--- src/rtl/contador_regressivo.sv ---
// Loadable two-stage cascaded down-counter with one-cycle expiry pulse.
// Optional periodic reload at expiry: define CONTADOR_REGRESSIVO_AUTO_RELOAD_EN.
module contador_regressivo #(
    parameter int LOW_MOD  = 12,
    parameter int HIGH_MOD = 11,
    parameter int W        = 4
) (
    input  logic         clk,
    input  logic         rst,
    input  logic         load,
    input  logic [W-1:0] load_low,
    input  logic [W-1:0] load_high,
    input  logic         start,
    input  logic         pause,
    output logic [W-1:0] low_out,
    output logic [W-1:0] high_out,
    output logic         borrow,
    output logic         busy,
    output logic         done,
    output logic [1:0]   state_out
);

    typedef enum logic [1:0] {
        IDLE    = 2'd0,
        RUN     = 2'd1,
        PAUSED  = 2'd2,
        EXPIRED = 2'd3
    } state_t;

    localparam logic [W-1:0] LOW_MAX  = W'(LOW_MOD - 1);
    localparam logic [W-1:0] HIGH_MAX = W'(HIGH_MOD - 1);

    state_t       state_q, state_d;
    logic [W-1:0] low_q, low_d;
    logic [W-1:0] high_q, high_d;
    logic [W-1:0] sat_low, sat_high;
    logic         at_zero;

`ifdef CONTADOR_REGRESSIVO_AUTO_RELOAD_EN
    logic [W-1:0] rld_low_q, rld_low_d;
    logic [W-1:0] rld_high_q, rld_high_d;
`endif

    always_comb begin
        sat_low  = (load_low  > LOW_MAX)  ? LOW_MAX  : load_low;
        sat_high = (load_high > HIGH_MAX) ? HIGH_MAX : load_high;
        at_zero  = (low_q == '0) && (high_q == '0);
    end

    always_comb begin
        state_d = state_q;
        low_d   = low_q;
        high_d  = high_q;
`ifdef CONTADOR_REGRESSIVO_AUTO_RELOAD_EN
        rld_low_d  = rld_low_q;
        rld_high_d = rld_high_q;
`endif
        if (load) begin
            state_d = IDLE;
            low_d   = sat_low;
            high_d  = sat_high;
`ifdef CONTADOR_REGRESSIVO_AUTO_RELOAD_EN
            rld_low_d  = sat_low;
            rld_high_d = sat_high;
`endif
        end else begin
            unique case (state_q)
                IDLE, PAUSED: begin
                    if (!pause && start) state_d = RUN;
                end
                RUN: begin
                    if (pause) begin
                        state_d = PAUSED;
                    end else if (at_zero) begin
                        state_d = EXPIRED;
`ifdef CONTADOR_REGRESSIVO_AUTO_RELOAD_EN
                        low_d  = rld_low_q;
                        high_d = rld_high_q;
`endif
                    end else if (low_q == '0) begin
                        // low wraps and borrows from high
                        low_d  = LOW_MAX;
                        high_d = high_q - 1'b1;
                    end else begin
                        low_d = low_q - 1'b1;
                    end
                end
                EXPIRED: begin
`ifdef CONTADOR_REGRESSIVO_AUTO_RELOAD_EN
                    state_d = pause ? PAUSED : RUN;
`else
                    state_d = IDLE;
`endif
                end
                default: state_d = IDLE;
            endcase
        end
    end

    always_ff @(posedge clk or posedge rst) begin
        if (rst) begin
            state_q <= IDLE;
            low_q   <= '0;
            high_q  <= '0;
`ifdef CONTADOR_REGRESSIVO_AUTO_RELOAD_EN
            rld_low_q  <= '0;
            rld_high_q <= '0;
`endif
        end else begin
            state_q <= state_d;
            low_q   <= low_d;
            high_q  <= high_d;
`ifdef CONTADOR_REGRESSIVO_AUTO_RELOAD_EN
            rld_low_q  <= rld_low_d;
            rld_high_q <= rld_high_d;
`endif
        end
    end

    assign borrow    = (state_q == RUN) && !load && !pause && (low_q == '0) && (high_q != '0);
    assign busy      = (state_q == RUN) || (state_q == PAUSED);
    assign done      = (state_q == EXPIRED);
    assign state_out = state_q;
    assign low_out   = low_q;
    assign high_out  = high_q;

endmodule

--- config.mk ---
export PLATFORM = sky130hd
export DESIGN_NAME = contador_regressivo
export DESIGN_NICKNAME = d
export VERILOG_FILES = /design/src/rtl/contador_regressivo.sv
export SDC_FILE = /design/constraint.sdc
export NUM_CORES = 1
export LEC_CHECK = 0
export ABC_AREA = 0
export BUFFER_PORTS_ARGS = -buffer_cell sky130_fd_sc_hd__buf_4
export CORE_MARGIN = 3
export CORE_UTILIZATION = 44
export CTS_CLUSTER_DIAMETER = 200
export DETAILED_ROUTE_END_ITERATION = 7
export PLACE_DENSITY = 0.79
export SKIP_CTS_REPAIR_TIMING = 1
export SLEW_MARGIN = 5
export SYNTH_ARGS = -nofsm -noshare
export SYNTH_HDL_FRONTEND = slang
export SYNTH_SLANG_ARGS = --single-unit
export TNS_END_PERCENT = 30
--- constraint.sdc ---
create_clock -name clk -period 1.7 [get_ports clk]
set_input_delay 0.255 -clock clk [delete_from_list [all_inputs] [get_ports clk]]
set_output_delay 0.255 -clock clk [all_outputs]
set_load 0.02 [all_outputs]
==> flow_metrics.env, run 1 <==
export IMPL_status="finished, violations left"
export IMPL_violations="negative hold slack, negative setup slack"
export IMPL_yosysUniqueCellTypes=35
export IMPL_grt_total_usage_pct=21.4
export IMPL_synth_seq_cells=10
export IMPL_period_minus_slack_ns=1.86
export IMPL_cap_violations=0
export IMPL_crit_path_start_kind="register"
export IMPL_synth_compound_area_share_pct=27.2
export IMPL_numPortBuffers=25
export IMPL_post_route_period_util_pct=110
export IMPL_final_hold_viol_count=10
export IMPL_timing_fmax_ghz=0.537
export IMPL_p_leak_nw=0.597
export IMPL_rows=14
export IMPL_clock_skew_ns=0.00589
export IMPL_ir_drop_mv=0.901
export IMPL_drt_total_wl_um=2400
export IMPL_gr_total_overflow=0
export IMPL_cts_buffer_depth=2
export IMPL_busiest_layer="met2"
export IMPL_yosys_area_share_simple_pct=21.7
export IMPL_layout_setup_ws_ns=-0.163
export IMPL_dp_final_hpwl_um=1820
export IMPL_core_um2=1610
export IMPL_grt_pass1_wl_um=3910
export IMPL_cts_root_buf="clkbuf_4"
export IMPL_grt_max_degree=14
export IMPL_slew_viol_final=0
export IMPL_hold_ws_ns=-0.0261
export IMPL_setup_tns_ns=-0.275
export IMPL_dieArea_um2=2360
export IMPL_worst_pin_slew_ns=0.432
export IMPL_seq_area_um2=253
export IMPL_rsz0062_at_grt="true"
export IMPL_ios=26
export IMPL_synthAdderAreaFrac_pct=11.0
export IMPL_viasPerCell=5.57
export IMPL_drive_above_1_share_pct=49.3
export IMPL_htree_levels=1
export IMPL_hold_class="input pin to asynchronous set/reset pin"
export IMPL_use_met1_pct=25.3
export IMPL_synth_edf_count=0
export IMPL_grt_pass1_vias=922
export IMPL_synthTopCellsByCount="10 x dfrtp_1, 10 x inv_1, 7 x ha_1"
export IMPL_worstPathMaxFanout=4
export IMPL_setup_viol=3
export IMPL_wl_per_cell_um=14.6
export IMPL_yosys_area_top_type_share_pct=31.4
export IMPL_syn_nets=111
export IMPL_diodes=0
export IMPL_globalplace_congestion=0.812
export IMPL_async_reset_ff_share_pct=100
export IMPL_synth_top_family_by_area="compound AO/OA/AOI/OAI gates"
export IMPL_synth_xor_area_share_pct=0
export IMPL_synth_cells=91
export IMPL_dr_total_vias=913
export IMPL_synthesis_area_um2=797
export IMPL_numCtsBuffers=3
export IMPL_syn_to_final_growth_pct=58.7
export IMPL_multiInputGateArea_um2=551
export IMPL_fill_cells=115
export IMPL_synthMuxAreaShare_pct=2.51
export IMPL_maxSlewHeadroom_pct=71.2
export IMPL_dr_pass1_iters=4
export IMPL_die_y_um=48.6
export IMPL_synth_largest_area_cell="dfrtp_1"
export IMPL_crit_required_ns=1.44
export IMPL_clkTransAtPathRegs_ns=0.07
export IMPL_drtIter0Drc=31
export IMPL_pre_cts_slack_ns=-0.0808
export IMPL_cts_tree="done"
export IMPL_postRouteAntennaNets=0
export IMPL_synth_top_flop_cell="dfrtp_1"
export IMPL_die_w_um=48.6
export IMPL_cts_sinks=10
export IMPL_avgSynthCellArea_um2=8.76
export IMPL_ys_seq_area_share_pct=31.4
export IMPL_fin_nets=162
export IMPL_met2_usage_pct=37.4
export IMPL_route_detailed_drc=0
export IMPL_critical_path_arrival_ns=1.61
export IMPL_use_met3_pct=3.68
export IMPL_crit_type="register to primary output"
export IMPL_synth_area_leaders="dfrtp_1 31%, ha_1 11%, inv_1 4.7%"
export IMPL_clk_latency_ns=0.27
export IMPL_end_kind="primary output"
export IMPL_start_util_pct=49.5
export IMPL_antenna_found_initial=0
export IMPL_power_density_nw_per_um2=1080
export IMPL_ys_warn_count=0
## cell families after synthesis
group,count (synthesis)
AOI/OAI and AO/OA,29
adders and majority gates,7
buffers and inverters,13
DFF,10
muxes,2
and+or+nand+nor,30
## worst max-delay path, cell delays in order, from the launching register on
cell	delay, ns
dfrtp_2	0.41
inv_2	0.08
ha_4	0.13
or3b_4	0.40
nor4_4	0.13
buf_4	0.17
## routing by layer
metal	part of all wire, %	wire (um)	vias up
met5	0	0	-
met4	1.8	42	0
met3	4.2	101	5
met2	49	1180	22
met1	45	1070	446
li1	-	-	440
## cells in the final DEF, fill, tap and decap left out, types with 3 or more instances in the layout
cell       n
clkbuf_4   3
nand2_1    5
dfrtp_1    8
a21oi_1    3
ha_1       4
buf_4     48
a31oi_1    3
a211oi_1   3
nor2_1     4
nor2b_1    4
o31ai_1    4
inv_1      8
## worst paths after layout
| path | cells past startpoint | slack, ns | to | from |
|---|---|---|---|---|
| hold / removal | 2 | -0.03 | state_out[0] | rst |
| setup reg to reg | 5 | -0.07 | high_out[3] | low_out[1] |
| max in group asynchronous | 2 | 1.39 | low_out[0] | rst |
| hold reg to reg | 2 | 0.63 | high_out[3] | high_out[3] |
| setup / recovery | 5 | -0.16 | borrow | low_out[1] |
| min in group clk | 2 | 0.16 | low_out[2] | load_low[3] |
## registers in the layout, summed over array words and instances, names as in the netlist
signal	cells
low_out	4
high_out	4
state_out	2
## through the flow
step                hold slack [ns]  instances  utilization, %  area [um2]  total power [W]
finish                      -0.0261        164            78.5        1260          0.00137
floorplan                    0.0950         91               -         836         0.000768
detailed placement            0.280        158            73.8        1190          0.00113
CTS                         -0.0181        161            75.2        1210          0.00131
global route                0.00118        164            78.5        1260          0.00147
global placement              0.272        158            73.8        1190          0.00111
## final cells by class
cell class,instances,share of cell area (%)
well taps,24,2.37
flip-flops and latches,10,20.0
inverters,10,2.97
multi-input cells,68,43.5
clock buffers,3,1.78
repair buffers,49,29.4
## where the power goes
part / switching, W / internal [W]
logic: 0.000448 / 0.000421
clock network: 0.0000890 / 0.0000821
registers: 0.0000356 / 0.000290
(Power assumes the default switching activity.)
==> inputs of run 2 (changes only) <==
--- a/config.mk
+++ b/config.mk
@@ -8,10 +8,11 @@
 export ABC_AREA = 0
 export BUFFER_PORTS_ARGS = -buffer_cell sky130_fd_sc_hd__buf_4
 export CORE_MARGIN = 3
-export CORE_UTILIZATION = 44
+export CORE_UTILIZATION = 53
 export CTS_CLUSTER_DIAMETER = 200
 export DETAILED_ROUTE_END_ITERATION = 7
-export PLACE_DENSITY = 0.79
+export GPL_TIMING_DRIVEN = 0
+export PLACE_DENSITY = 0.88
 export SKIP_CTS_REPAIR_TIMING = 1
 export SLEW_MARGIN = 5
 export SYNTH_ARGS = -nofsm -noshare
==> constraint.sdc (replaced) <==
create_clock -name clk -period 2.3 [get_ports clk]
set_input_delay 0.345 -clock clk [delete_from_list [all_inputs] [get_ports clk]]
set_output_delay 0.345 -clock clk [all_outputs]
set_load 0.02 [all_outputs]
==> flow_metrics.env, run 2 (same netlist as run 1, synthesis figures left out) <==
export IMPL_dieArea_um2=2010
export IMPL_netSwitchingPower_w=0.000369
export IMPL_postRouteAntennaNets=0
export IMPL_rsz0062_at_grt="false"
export IMPL_hold_ws_ns=0.0554
export IMPL_power_density_nw_per_um2=803
export IMPL_reg2reg_slack_ns=0.26
export IMPL_slowest_stage="or3b_4"
export IMPL_grt_pass1_vias=812
export IMPL_numCtsBuffers=3
export IMPL_power_w=0.000837
export IMPL_cts_root_buf="clkbuf_4"
export IMPL_antenna_found_initial=0
export IMPL_numPortBuffers=25
export IMPL_grt_max_degree=11
export IMPL_ir_drop_mv=0.505
export IMPL_crit_chain="inv_1 > ha_1 > or3b_4 > nor4_4 > buf_4"
export IMPL_die_y_um=44.8
export IMPL_swShare_pct=44.0
export IMPL_slew_viol_final=0
export IMPL_post_route_period_util_pct=97.3
export IMPL_worst_pin_slew_ns=0.768
export IMPL_diodes=0
export IMPL_p_leak_nw=0.482
export IMPL_crit_type="register to primary output"
export IMPL_start_util_pct=59.0
export IMPL_htree_levels=1
export IMPL_worstPathMaxFanout=7
export IMPL_maxSlewHeadroom_pct=48.7
export IMPL_clockPowerShare_pct=13.9
export IMPL_final_hold_viol_count=0
export IMPL_critical_path_arrival_ns=1.89
export IMPL_wl_per_cell_um=15.3
export IMPL_hold_class="input pin to asynchronous set/reset pin"
export IMPL_cts_tree="done"
export IMPL_globalplace_congestion=0.883
export IMPL_finish_utilization_pct=77.3
export IMPL_die_w_um=44.8
export IMPL_grt_total_usage_pct=24.1
export IMPL_clock_skew_ns=0.00643
export IMPL_dr_total_vias=826
export IMPL_grt_pass1_wl_um=3460
export IMPL_status="complete, no violations"
export IMPL_cts_buffer_depth=2
export IMPL_clkTransAtPathRegs_ns=0.06
export IMPL_drt_total_wl_um=2040
export IMPL_crit_path_start_kind="register"
export IMPL_rows=13
export IMPL_cap_violations=0
export IMPL_clk_latency_ns=0.27
export IMPL_fin_nets=140
export IMPL_route_detailed_drc=0
export IMPL_end_kind="primary output"
export IMPL_cp_num_buf_inv=2
export IMPL_gr_total_overflow=0
export IMPL_period_minus_slack_ns=2.24
export IMPL_drive_above_1_share_pct=31.4
export IMPL_setup_viol=0
export IMPL_timing_fmax_ghz=0.447
export IMPL_layout_common_cells="25 x buf_4, 10 x inv_1, 10 x dfrtp_1"
export IMPL_dr_pass1_iters=4
export IMPL_viasPerCell=6.21
export IMPL_critPathTopFamily="simple AND/OR/NAND/NOR gates"
export IMPL_syn_to_final_growth_pct=30.9
export IMPL_layout_commonest_cell="buf_4"
export IMPL_intPower_w=0.000469
export IMPL_dp_final_hpwl_um=1670
export IMPL_crit_required_ns=1.96
export IMPL_cts_sinks=10
export IMPL_p_seq_share_pct=31.1
export IMPL_drtIter0Drc=20
export IMPL_ios=26
export IMPL_slowest_delay_ns=0.45
export IMPL_pwr_share_comb_pct=54.9
export IMPL_core_um2=1350
export IMPL_fill_cells=102
[run 2: worst paths after layout]
kind                                   from      endpoint  depth (start not counted)
worst max-delay path             low_out[0]        borrow                          5
worst min-delay path                    rst   high_out[3]                          2
worst max register to register   low_out[0]  state_out[0]                          5
worst min register to register  high_out[0]   high_out[0]                          2
max in group asynchronous               rst   high_out[1]                          2
min in group clk                load_low[3]    low_out[2]                          2
[run 2: power groups by stage]
stage | registers [W] | clock network, W | logic, W
floorplan | 0.000298 | 0 | 0.000250
global placement | 0.000259 | 0 | 0.000431
detailed placement | 0.000263 | 0 | 0.000448
CTS | 0.000260 | 0.000119 | 0.000451
global route | 0.000268 | 0.000125 | 0.000500
finish | 0.000261 | 0.000117 | 0.000460
[run 2: final cells by class]
class                      instances  area, um2  share of cell area, %
sequential                        10        250                   24.0
buffer                             2       7.51                  0.719
multi-input combinational         68        519                   49.8
clock buffer                       3       22.5                   2.16
tap                               15       18.8                   1.80
inverter                          10       37.5                   3.60
timing repair buffer              25        188                   18.0
[run 2: per-stage QoR]
stage          cell area, um2  cells  setup TNS, ns  setup WS, ns
2_1_floorplan             797     91              0        0.0301
3_3_place_gp             1000    131              0         0.283
3_5_place_dp             1000    131              0         0.255
4_1_cts                  1030    134        -0.0600       -0.0600
5_1_grt                  1040    133              0       0.00248
6_report                 1040    133              0        0.0622
[run 2: layer usage]
| layer | vias up | routed length, um | global-route usage [%] | share of wire, % |
|---|---|---|---|---|
| met3 | 5 | 144 | 7.17 | 7.1 |
| met1 | 391 | 829 | 27.2 | 41 |
| met5 | - | 0 | 0 | 0 |
| met2 | 32 | 1030 | 43.0 | 51 |
| li1 | 398 | - | - | - |
| met4 | 0 | 31 | 8.19 | 1.5 |
[run 2: worst register-to-register path, cell delays in order (launching register included)]
cell and delay [ns]:
dfrtp_1 0.40, inv_1 0.13, ha_1 0.22, nor3b_1 0.66
a21oi_1 0.21, a211oi_1 0.33
==> inputs of run 3 (changes only) <==
--- a/config.mk
+++ b/config.mk
@@ -8,11 +8,11 @@
 export ABC_AREA = 0
 export BUFFER_PORTS_ARGS = -buffer_cell sky130_fd_sc_hd__buf_4
 export CORE_MARGIN = 3
-export CORE_UTILIZATION = 53
+export CORE_UTILIZATION = 44
 export CTS_CLUSTER_DIAMETER = 200
 export DETAILED_ROUTE_END_ITERATION = 7
 export GPL_TIMING_DRIVEN = 0
-export PLACE_DENSITY = 0.88
+export PLACE_DENSITY = 0.79
 export SKIP_CTS_REPAIR_TIMING = 1
 export SLEW_MARGIN = 5
 export SYNTH_ARGS = -nofsm -noshare
==> constraint.sdc (replaced) <==
create_clock -name clk -period 1.8 [get_ports clk]
set_input_delay 0.27 -clock clk [delete_from_list [all_inputs] [get_ports clk]]
set_output_delay 0.27 -clock clk [all_outputs]
set_load 0.02 [all_outputs]
==> flow_metrics.env, run 3 (same netlist as run 1, synthesis figures left out) <==
export IMPL_status="finished, violations left"
export IMPL_violations="negative hold slack, negative setup slack"
export IMPL_use_met1_pct=22.8
export IMPL_cap_violations=0
export IMPL_power_w=0.00121
export IMPL_route_detailed_drc=0
export IMPL_gr_total_overflow=0
export IMPL_ir_drop_mv=0.790
export IMPL_clockPowerShare_pct=17.8
export IMPL_globalplace_congestion=0.820
export IMPL_wl_per_cell_um=14.5
export IMPL_layout_common_cells="27 x buf_4, 8 x inv_1, 7 x dfrtp_1"
export IMPL_clk_latency_ns=0.27
export IMPL_final_hold_viol_count=10
export IMPL_slew_viol_final=0
export IMPL_ios=26
export IMPL_end_kind="register"
export IMPL_cts_sinks=10
export IMPL_dr_pass1_iters=4
export IMPL_start_util_pct=49.5
export IMPL_layout_setup_ws_ns=-0.161
export IMPL_busiest_layer="met2"
export IMPL_worstPathMaxFanout=5
export IMPL_p_leak_nw=0.506
export IMPL_pwr_share_comb_pct=53.2
export IMPL_rows=14
export IMPL_use_met3_pct=3.37
export IMPL_power_density_nw_per_um2=1060
export IMPL_timing_fmax_ghz=0.510
export IMPL_grt_pass1_vias=795
export IMPL_crit_type="register to register"
export IMPL_drt_total_wl_um=2110
export IMPL_period_minus_slack_ns=1.96
export IMPL_cts_root_buf="clkbuf_4"
export IMPL_numPortBuffers=25
export IMPL_clock_skew_ns=0.00720
export IMPL_fill_cells=138
export IMPL_numCtsBuffers=3
export IMPL_netSwitchingPower_w=0.000517
export IMPL_core_um2=1610
export IMPL_clkTransAtPathRegs_ns=0.08
export IMPL_grt_total_usage_pct=18.2
export IMPL_dieArea_um2=2360
export IMPL_drive_above_1_share_pct=41.8
export IMPL_cts_buffer_depth=2
export IMPL_p_seq_share_pct=29.1
export IMPL_intPower_w=0.000692
export IMPL_crit_required_ns=1.99
export IMPL_fin_nets=143
export IMPL_grt_max_degree=11
export IMPL_antenna_found_initial=0
export IMPL_htree_levels=1
export IMPL_drtIter0Drc=14
export IMPL_critical_path_arrival_ns=2.15
export IMPL_post_route_period_util_pct=109
export IMPL_swShare_pct=42.7
export IMPL_postRouteAntennaNets=0
export IMPL_setup_tns_ns=-0.279
export IMPL_crit_path_start_kind="register"
export IMPL_die_w_um=48.6
export IMPL_worst_pin_slew_ns=0.507
export IMPL_die_y_um=48.6
export IMPL_maxSlewHeadroom_pct=66.2
export IMPL_dr_total_vias=830
export IMPL_dp_final_hpwl_um=1550
export IMPL_cts_tree="done"
export IMPL_rsz0062_at_grt="true"
export IMPL_met2_usage_pct=30.3
export IMPL_diodes=0
export IMPL_viasPerCell=5.68
export IMPL_setup_viol=2
export IMPL_layout_commonest_cell="buf_4"
export IMPL_syn_to_final_growth_pct=43.6
export IMPL_grt_pass1_wl_um=3440
export IMPL_hold_class="input pin to asynchronous set/reset pin"
export IMPL_hold_ws_ns=-0.0266
[run 3: cell count changes in the layout (fill, tap and decap cells not counted), sizes merged]
cell and change:
buf +3, clkbuf +1
[run 3: worst max-delay path, stage by stage (launching register included)]
cell,delay [ns]
dfrtp_2,0.43
inv_2,0.09
ha_4,0.14
or3b_4,0.41
buf_6,0.15
or4b_1,0.47
a31oi_1,0.19
[run 3: layout make-up]
class	count	area, um2	area share (%)
repair buffers	28	214	18.7
clock buffers	4	36.3	3.17
well taps	24	30.0	2.62
multi-input cells	68	563	49.2
flip-flops and latches	10	254	22.2
inverters	10	40.0	3.50
plain buffers	2	7.51	0.656
[run 3: path summary, 6_finish.rpt]
path	start	depth (start not counted)	slack [ns]	end
min in group clk	load_low[3]	2	0.18	low_out[2]
max in group asynchronous	rst	2	1.51	low_out[1]
hold reg to reg	high_out[0]	2	0.61	high_out[0]
setup reg to reg	low_out[1]	6	-0.16	high_out[3]
hold / removal	rst	2	-0.03	state_out[0]
setup / recovery	low_out[1]	6	-0.16	high_out[3]
[run 3: power by group through the flow]
stage	Clock, W	Sequential (W)	Combinational [W]
CTS	0.000216	0.000336	0.000593
detailed placement	0	0.000340	0.000590
floorplan	0	0.000385	0.000340
global route	0.000236	0.000361	0.000701
global placement	0	0.000338	0.000581
finish	0.000215	0.000351	0.000643
[run 3: routing by layer]
layer	wire length, um	part of all wire [%]	up-vias
li1	-	-	400
met1	963	46	395
met2	1020	48	27
met3	84	4.0	8
met4	51	2.4	0
met5	0	0	-
[run 3: per-stage QoR]
| stage | cells | util (%) | worst slack (ns) | cell area, um2 |
|---|---|---|---|---|
| after global routing | 146 | 71.0 | -0.194 | 1140 |
| after floorplan | 91 | - | -0.0599 | 836 |
| after CTS | 144 | 67.6 | -0.311 | 1090 |
| final | 146 | 71.0 | -0.161 | 1140 |
| after global placement | 140 | 65.4 | -0.116 | 1050 |
| after detailed placement | 140 | 65.4 | -0.134 | 1050 |
